`config.mk`:
```
export PLATFORM = sky130hd
export DESIGN_NAME = sr_bank_ctrl
export DESIGN_NICKNAME = d
export VERILOG_FILES = /design/src/rtl/sr_bank_pkg.sv /design/src/rtl/sr_rr_arbiter.sv /design/src/rtl/sr_bank_ctrl.sv
export SDC_FILE = /design/constraint.sdc
export NUM_CORES = 1
export LEC_CHECK = 0
export ABC_CLOCK_PERIOD_IN_PS = 3400
export CELL_PAD_IN_SITES_DETAIL_PLACEMENT = 1
export CELL_PAD_IN_SITES_GLOBAL_PLACEMENT = 1
export CORE_MARGIN = 1
export CORE_UTILIZATION = 39
export CTS_BUF_LIST = sky130_fd_sc_hd__clkbuf_8
export DETAILED_ROUTE_END_ITERATION = 8
export PLACE_DENSITY_LB_ADDON = 0.1
export SYNTH_ARGS = -nofsm -noshare
export SYNTH_HDL_FRONTEND = slang
export SYNTH_SLANG_ARGS = --single-unit
```
`constraint.sdc`:
```
create_clock -name clk -period 3.4 [get_ports clk]
set_input_delay 0.85 -clock clk [delete_from_list [all_inputs] [get_ports clk]]
set_output_delay 0.85 -clock clk [all_outputs]
set_load 0.005 [all_outputs]
```
`src/rtl/sr_bank_pkg.sv`:
```
// Shared types and constants for the SR flag bank controller.
package sr_bank_pkg;

    typedef enum logic [1:0] {
        IDLE  = 2'd0,
        SWEEP = 2'd1,
        DONE  = 2'd2
    } state_e;

    localparam logic OP_SET = 1'b1;
    localparam logic OP_CLR = 1'b0;

endpackage

```
`src/rtl/sr_rr_arbiter.sv`:
```
// Combinational round-robin arbiter: picks the first asserted request at or
// above ptr, wrapping around.
//   req     : request vector
//   ptr     : highest-priority requester this cycle
//   enable  : when low, no grant is issued
//   gnt     : one-hot grant
//   gnt_idx : encoded index of the granted requester (0 when no grant)
module sr_rr_arbiter #(
    parameter  int unsigned NREQ = 4,
    localparam int unsigned PTRW = $clog2(NREQ)
) (
    input  logic [NREQ-1:0] req,
    input  logic [PTRW-1:0] ptr,
    input  logic            enable,
    output logic [NREQ-1:0] gnt,
    output logic [PTRW-1:0] gnt_idx
);

    int unsigned     cand;
    logic [PTRW-1:0] cand_idx;
    logic            found;

    // Scan from ptr upward; the first hit wins.
    always_comb begin
        gnt      = '0;
        gnt_idx  = '0;
        found    = 1'b0;
        cand     = 0;
        cand_idx = '0;
        for (int unsigned off = 0; off < NREQ; off++) begin
            cand = 32'(ptr) + off;
            if (cand >= NREQ) begin
                cand = cand - NREQ;
            end
            cand_idx = PTRW'(cand);
            if (enable && !found && req[cand_idx]) begin
                found         = 1'b1;
                gnt[cand_idx] = 1'b1;
                gnt_idx       = cand_idx;
            end
        end
    end

endmodule

```
`src/rtl/sr_bank_ctrl.sv`:
```
// Shares a bank of NFLAG external SR flops between NREQ requesters.
// A round-robin arbiter grants one set/clear command per cycle, which becomes
// a registered one-cycle s/r pulse; a clear-all sweep walks every flag.
//   clk, rst   : clock, asynchronous active-low reset
//   req_valid  : per-requester command valid
//   req_op     : per-requester opcode (1 = set, 0 = clear)
//   req_idx    : packed per-requester flag index
//   req_ready  : one-hot grant (combinational)
//   clr_all    : pulse that starts the clear-all sweep
//   s_vec/r_vec: registered set/reset drives to the bank
//   flag_q     : shadow copy of the bank state
//   busy       : sweep in progress
//   sweep_done : one-cycle pulse at sweep completion
module sr_bank_ctrl
    import sr_bank_pkg::*;
#(
    parameter  int unsigned NREQ  = 4,
    parameter  int unsigned NFLAG = 8,
    localparam int unsigned IDXW  = $clog2(NFLAG)
) (
    input  logic                 clk,
    input  logic                 rst,
    input  logic [NREQ-1:0]      req_valid,
    input  logic [NREQ-1:0]      req_op,
    input  logic [NREQ*IDXW-1:0] req_idx,
    output logic [NREQ-1:0]      req_ready,
    input  logic                 clr_all,
    output logic [NFLAG-1:0]     s_vec,
    output logic [NFLAG-1:0]     r_vec,
    output logic [NFLAG-1:0]     flag_q,
    output logic                 busy,
    output logic                 sweep_done
);

    localparam int unsigned PTRW = $clog2(NREQ);

    state_e           state_q, state_d;
    logic [PTRW-1:0]  ptr_q, ptr_d;
    logic [IDXW-1:0]  sweep_idx_q, sweep_idx_d;
    logic [NFLAG-1:0] s_vec_q, s_vec_d;
    logic [NFLAG-1:0] r_vec_q, r_vec_d;
    logic [NFLAG-1:0] flag_d;
    logic             busy_q, busy_d;
    logic             sweep_done_q, sweep_done_d;

    logic [NREQ-1:0]  gnt;
    logic [PTRW-1:0]  gnt_idx;
    logic             arb_en;
    logic             cmd_op;
    logic [IDXW-1:0]  cmd_idx;

    assign arb_en = (state_q == IDLE) && !clr_all;

    sr_rr_arbiter #(.NREQ(NREQ)) u_arb (
        .req     (req_valid),
        .ptr     (ptr_q),
        .enable  (arb_en),
        .gnt     (gnt),
        .gnt_idx (gnt_idx)
    );

    assign req_ready = gnt;
    assign cmd_op    = req_op[gnt_idx];
    assign cmd_idx   = IDXW'(req_idx >> (32'(gnt_idx) * IDXW));

    // The shadow follows what the bank captures from the registered drives.
    assign flag_d = (flag_q | s_vec_q) & ~r_vec_q;

    // Next-state and drive logic.
    always_comb begin
        state_d      = state_q;
        ptr_d        = ptr_q;
        sweep_idx_d  = sweep_idx_q;
        s_vec_d      = '0;
        r_vec_d      = '0;
        unique case (state_q)
            IDLE: begin
                if (clr_all) begin
                    state_d     = SWEEP;
                    sweep_idx_d = '0;
                end else if (|gnt) begin
                    ptr_d = (gnt_idx == PTRW'(NREQ - 1)) ? '0 : gnt_idx + PTRW'(1);
                    // Out-of-range indices are granted but produce no drive.
                    if (32'(cmd_idx) < NFLAG) begin
                        if (cmd_op == OP_SET) begin
                            s_vec_d = NFLAG'(1) << cmd_idx;
                        end else begin
                            r_vec_d = NFLAG'(1) << cmd_idx;
                        end
                    end
                end
            end
            SWEEP: begin
                r_vec_d = NFLAG'(1) << sweep_idx_q;
                if (sweep_idx_q == IDXW'(NFLAG - 1)) begin
                    state_d = DONE;
                end else begin
                    sweep_idx_d = sweep_idx_q + IDXW'(1);
                end
            end
            DONE: begin
                state_d = IDLE;
            end
            default: begin
                state_d = IDLE;
            end
        endcase
        busy_d       = (state_d == SWEEP);
        sweep_done_d = (state_d == DONE);
    end

    // State register.
    always_ff @(posedge clk or negedge rst) begin
        if (!rst) begin
            state_q      <= IDLE;
            ptr_q        <= '0;
            sweep_idx_q  <= '0;
            s_vec_q      <= '0;
            r_vec_q      <= '0;
            flag_q       <= '0;
            busy_q       <= 1'b0;
            sweep_done_q <= 1'b0;
        end else begin
            state_q      <= state_d;
            ptr_q        <= ptr_d;
            sweep_idx_q  <= sweep_idx_d;
            s_vec_q      <= s_vec_d;
            r_vec_q      <= r_vec_d;
            flag_q       <= flag_d;
            busy_q       <= busy_d;
            sweep_done_q <= sweep_done_d;
        end
    end

    assign s_vec      = s_vec_q;
    assign r_vec      = r_vec_q;
    assign busy       = busy_q;
    assign sweep_done = sweep_done_q;

endmodule

```
# Yosys cells after proc, flatten, opt, wreduce, memory -nomap -nowiden

Index checks and enable logic that the tools add are counted.

Register bits after elaboration: 33
Bits in latches: 0
Memory bits (writable): 0
Bits in read-only memories: 0
Input port bits: 23
Output and inout bits: 30
Word-level logic and storage cells: 117
Memories kept: 0

Add/sub/neg operators: 9
Multiply operators: 1
Div/mod/pow operators: 0
Magnitude comparators: 13
Equal/unequal tests: 7
Shifts and indexed selects: 3
Multiplexer cells: 48
Bitwise operators: 7
Reductions and logical operators: 21

Operators with widths:

| operator            | number |
|---|---|
| $mux 8              | 7 |
| $mux 2              | 11 |
| $mux 4              | 4 |
| $pmux 8 s2          | 1 |
| $shl 1x3->8 const A | 2 |
| $lt 2x3->1 const B  | 5 |
| $logic_and 1x1->1   | 12 |
| $mux 1              | 12 |
| $or 4x4->4          | 3 |
| $shr 12x4->3        | 1 |
| $bmux 1 s2          | 5 |
| $ge 3x3->1 const B  | 3 |
| $and 8x8->8         | 1 |
| $demux 1 s2         | 4 |
| $ge 2x1->1 const B  | 4 |
| $not 8->8           | 1 |
| $or 8x8->8          | 1 |
| $sub 2x1->2 const B | 4 |
| $add 2x2->3 const B | 2 |
| $mux 3              | 2 |
| $pmux 3 s2          | 1 |
| $reduce_and 3->1    | 2 |
| $eq 2x1->1 const B  | 2 |
| $eq 2x2->1 const B  | 2 |
| 13 further kinds    | 17 |

# Longest topological paths before layout

Word-level depth: 25
Depth in mapped cells: 12
Mapped depth without buffers: 9

# Modules after synthesis

A second synthesis with hierarchy kept.

Cells, all modules: 180
Area, all modules: 1993.2 µm²

By module, submodules not included:

| module        | instances | cells each | area an instance (µm²) | sequential area each (µm²) |
|---|---|---|---|---|
| sr_bank_ctrl  | 1         | 117        | 1461.4                 | 825.8 |
| sr_rr_arbiter | 1         | 63         | 531.8                  | 0.0 |

# Worst setup path after synthesis

Ideal clock, no wire load.

Kind: register to register
Start: register ptr_q[0]
End: register r_vec_q[4], in the netlist r_vec[4]
Setup time: 142 ps
Arrival: 2963 ps
Required time: 3258 ps
Slack: 295 ps
Cell stages (with the launch flop): 11
Buffers on the path: 2
Clock period less this slack: 3105 ps
Cells stage by stage: dfrtp_1 buf_6 inv_1 ha_1 mux4_1 buf_2 a221oi_1 o21ai_0 or4_1 o311ai_1 o32ai_1

Elaborated cells on any way between the ends: 77
Those cells by class: add/sub: 7; mul: 1; order compare: 12; shift: 2; mux: 37; bitwise: 3; reduce/logical: 15

RTL lines:

| what                                                 | line                | RTL |
|---|---|---|
| start, declared                                      | sr_bank_ctrl.sv:38  | `logic [PTRW-1:0] ptr_q, ptr_d;` |
| start signal, assigned                               | sr_bank_ctrl.sv:125 | `ptr_q <= ptr_d;` |
| branches (longest 17 deep; another with $add 2x1->3) | --                  |  |
| $mux 4 (*)                                           | sr_rr_arbiter.sv:36 | `if (enable && !found && req[cand_idx]) begin` |
| net req_ready[2]                                     | sr_bank_ctrl.sv:26  | `output logic [NREQ-1:0] req_ready,` |
| $reduce_or 4->1 (*)                                  | sr_bank_ctrl.sv:81  | `end else if (\|gnt) begin` |
| $mux 8 (*)                                           | sr_bank_ctrl.sv:81  |  |
| $mux 8 (*)                                           | sr_bank_ctrl.sv:78  | `if (clr_all) begin` |
| $pmux 8 s2 (*)                                       | sr_bank_ctrl.sv:76  | `unique case (state_q)` |
| net r_vec_d[4]                                       | sr_bank_ctrl.sv:41  | `logic [NFLAG-1:0] r_vec_q, r_vec_d;` |
| end signal, assigned                                 | sr_bank_ctrl.sv:128 | `r_vec_q <= r_vec_d;` |
| end, declared                                        | sr_bank_ctrl.sv:41  |  |

Mark *: on every way through the listed nets, which the timed path passes. The select of a mux whose other input is x is not followed.
A chain may end at the register's enable or synchronous reset.

# Final worst setup path

Start: input port req_valid[2]
End: output port req_ready[0]

Longest elaborated chain between the ends: 16
Elaborated cells on any way between the ends: 28
Those cells by class: mux: 15; bitwise: 3; reduce/logical: 10

Ends and longest elaborated chain:

| what                            | line                | RTL |
|---|---|---|
| start, declared                 | sr_bank_ctrl.sv:23  | `input logic [NREQ-1:0] req_valid,` |
| $bmux 1 s2                      | sr_rr_arbiter.sv:36 |  |
| $mux 1 (not written as such)    | sr_rr_arbiter.sv:36 |  |
| $logic_and 1x1->1               | sr_rr_arbiter.sv:36 |  |
| $mux 1                          | sr_rr_arbiter.sv:36 |  |
| $logic_not 1->1                 | sr_rr_arbiter.sv:36 |  |
| $logic_and 1x1->1 (2 in series) | sr_rr_arbiter.sv:36 |  |
| $mux 1                          | sr_rr_arbiter.sv:36 |  |
| $logic_not 1->1                 | sr_rr_arbiter.sv:36 |  |
| $logic_and 1x1->1 (2 in series) | sr_rr_arbiter.sv:36 |  |
| $mux 1                          | sr_rr_arbiter.sv:36 |  |
| $logic_not 1->1                 | sr_rr_arbiter.sv:36 |  |
| $logic_and 1x1->1 (2 in series) | sr_rr_arbiter.sv:36 |  |
| $mux 4 (*)                      | sr_rr_arbiter.sv:36 |  |
| end, declared                   | sr_bank_ctrl.sv:26  |  |

Mark *: on every way between the ends. The rest lies on a longest branch, timed or not. The select of a mux whose other input is x is not followed.

==> results by group <==
Clock tree
  • Clk slew on worst S/H paths: roughly 0.060 ns
  • Worst-Skew Late Latency: about 0.28 ns
  • Cts bufs inserted: 5
  • Clock tree sinks: 33
  • H-Tree Depth: 2
  • CTS Hold Bufs: 0
  • Clk root buf: clkbuf_8
  • CTS tree: yes
  • Clock Tree Buf Depth: 2

Route
  • 1st-iter DRT viols: 79
  • ANT nets after route: 0
  • Routed WL per cell: 16.8 um
  • # DRC: 0
  • Drt pass-1 iters: 4
  • Vias: 2000
  • DRT Wirelength: 6210 um
  • Via/cell ratio: about 5.4

Power
  • Leak: between 1 and 1.5 nW
  • Pwr dens: around 740 mW/mm2
  • Worst IR Drop VDD: roughly 0.38 mV

Place
  • IO buf count: between 50 and 60
  • GP Congestion: between 0.8 and 0.9
  • Detail Placement HPWL: roughly 4500 um
  • Post-DP Area: just under 0.003 mm2

Timing
  • Fin crit share: 97.4%
  • Final worst path period need: ~3.3 ns
  • Worst Skew: around 0.004 ns
  • Hold violation total from the final report: 0
  • Final setup viols: 0
  • Peak Freq: slightly above 300 MHz
  • Unrepaired setup endpoints after global routing: false
  • Least-Margin Pin Slew: around 0.43 ns
  • Max Slew Vio Count: 0
  • Slew headroom: a little over two thirds

Worst setup path
  • CP endpoint: req_ready[0]
  • FF-to-FF path depth: 12
  • Critical Path RT: about 2.6 ns
  • R2R Path Start: ptr_q[0]
  • RR Endpoint: r_vec[5]
  • Crit path from: req_valid[2]
  • Startpoint type of the worst setup path: input port
  • Critical Path AT: 2.46 ns
  • R2r setup slk: 0.22 ns
  • CP max FO: 5
  • Setup CP Type: in2out
  • Worst Setup End Kind: primary output

Cells and area
  • Final core utilization: 61.5%
  • Design area: about 0.0032 mm2
  • Multi-input gate area: roughly 0.0012 mm2
  • Diode count: 0
  • Fillers: 598
  • Post-layout net count: roughly 330
  • Register area: around 830 um2
  • Area grow syn2layout: 51.7%
  • Layout cell share with drive strength beyond 1: roughly 28%

Logic synthesis
  • Count leader, synth: dfrtp_1
  • Syn. warnings: 0
  • Synth top area cells: dfrtp_1 40%, ha_1 7.2%, mux2i_1 5.3%
  • Combinational family with the most area after synthesis: compound AO/OA/AOI/OAI gates
  • Compound-Gate Fraction of Synth Area: 17.1%
  • EDFF count, synth: 0
  • Post-Synth XOR/XNOR Area: 0%
  • Sequential share of the synthesized area: approximately two fifths
  • Share of the synthesized area in the top cell type: 39.6%
  • Mux contribution to synthesized area: 13.5%
  • Post-synth top cells: 33 x dfrtp_1, 22 x nor2_1, 13 x inv_1
  • Syn_area_per_cell: between 10 and 15 um2
  • Simple logic cell fraction of the synthesized area: 16.8%
  • Register bit total from synthesis: 33
  • Ys async rst share: between 90% and 100%
  • Main flop type after synthesis: dfrtp_1
  • Area leader, netlist: dfrtp_1
  • Area share of fa/ha/maj cells after synthesis: under 10%
  • Cells after synthesis: 202
  • Mapped Nets: ~240
  • Mapped Area: 0.00208 mm2
  • Yosys cell types: 45

Global route
  • Vias in the first global route: 2112
  • Tot GR Track Use: a little under a quarter
  • Pin count of the biggest net entering global routing: 34
  • Initial antenna violation count: 0
  • First-pass GRT wire length: 9850 um
  • Global route total overflow: 0

Floorplan
  • Die Wd: about 75 um
  • Top-Level Pins: 53
  • Die area: about 0.0056 mm2
  • Std-Cell Rows: 26
  • Initial core utilization: between 40% and 50%
  • Die height: ~75 um
  • Core area: roughly 0.005 mm2

Worst hold path
  • Hold Path Class: reg2reg

Job
  • Max_cap viols: 0

Run status
  • Status: complete, no violations
cells in the final DEF, fill, tap and decap left out, types with 2 or more instances in the layout:
cell type,Yosys,final
o311ai_1,4,3
clkbuf_8,0,6
nand2_1,12,12
o21ai_1,0,2
a22o_1,3,3
mux2i_1,11,11
o31ai_1,5,3
o21ai_2,0,2
ha_1,12,12
nand4b_1,2,2
mux4_2,1,4
nor2_1,22,22
o32ai_1,3,3
clkbuf_2,0,3
clkdlybuf4s50_1,0,44
nor4_2,0,2
clkdlybuf4s15_1,0,2
a221oi_2,0,2
nand3_1,8,8
mux2_2,4,4
nor2b_1,2,2
and2_1,2,2
dfrtp_1,33,33
o2111ai_1,3,2
o21ai_0,8,4
nor3_1,3,3
dlygate4sd2_1,0,3
buf_4,2,44
nor3b_1,2,2
inv_1,13,14
a21oi_1,9,8
a221oi_4,0,2
o31ai_2,0,2
nor4_1,9,7
critical path, cell delays in order:
cell and delay [ns]:
clkdlybuf4s15_1 0.23, mux4_2 0.47, nor2b_4 0.14, buf_4 0.15
a221oi_2 0.23, o21ai_1 0.11, dlygate4sd2_1 0.27
power breakdown:
| group | switching (W) | internal (W) |
|---|---|---|
| registers | 0.0000937 | 0.000504 |
| logic | 0.000670 | 0.000702 |
| clock network | 0.000138 | 0.000236 |
repair_timing:
item / 4_1_cts / 5_1_grt
pin swaps: 5 / 5
gates resized for setup: 21 / 17
setup buffers: 4 / 3
cloned: 0 / 1
endpoints found under the setup margin: 20 / 16
metal layers:
| metal | vias up | wire [um] | track usage [%] | part of all wire, % |
|---|---|---|---|---|
| li1 | 946 | - | - | - |
| met1 | 982 | 2660 | 28.9 | 43 |
| met2 | 60 | 3180 | 40.1 | 51 |
| met3 | 12 | 227 | 5.62 | 3.7 |
| met4 | 0 | 153 | 7.55 | 2.5 |
| met5 | - | 0 | 0 | 0 |
kinds of logic after synthesis:
kind of cell    Yosys count
compound gates           47
fa+ha+maj                12
buf+inv                  21
mux                      21
flops                    33
simple gates             68
through the flow:
step | worst slack (ns) | setup TNS, ns | hold WS, ns | total power (W) | std cells
final | 0.0894 | 0 | 0.429 | 0.00234 | 370
after global routing | 0.00271 | 0 | 0.449 | 0.00251 | 370
after CTS | 0.0195 | 0 | 0.432 | 0.00226 | 366
after floorplan | 0.295 | 0 | 0.426 | 0.00125 | 202
after global placement | -0.477 | -6.76 | 0.409 | 0.00176 | 354
after detailed placement | -0.552 | -8.17 | 0.421 | 0.00181 | 354
worst min path at each step:
stage,end,startpoint,slack (ns),depth (start not counted)
2_1_floorplan,flag_q[0],r_vec[0],0.43,1
4_1_cts,flag_q[0],r_vec[0],0.43,1
5_1_grt,flag_q[0],r_vec[0],0.45,1
6_report,flag_q[0],r_vec[0],0.43,1
3_3_place_gp,flag_q[7],r_vec[7],0.41,1
3_5_place_dp,flag_q[0],r_vec[0],0.42,1
layout make-up:
class                   count  share of cell area, %
clock buffers               6                   2.61
well taps                  70                   2.77
repair buffers             97                   27.0
flip-flops and latches     33                   26.1
clock inverters             2                   1.07
multi-input cells         149                   38.9
inverters                  13                   1.54
state kept, by name, indices dropped and copies added, names as in the netlist:
signal	count
flag_q	8
r_vec	8
s_vec	8
sweep_idx_q	3
ptr_q	2
state_q	2
busy	1
sweep_done	1
No activity file was read; power rests on OpenSTA's default activity.
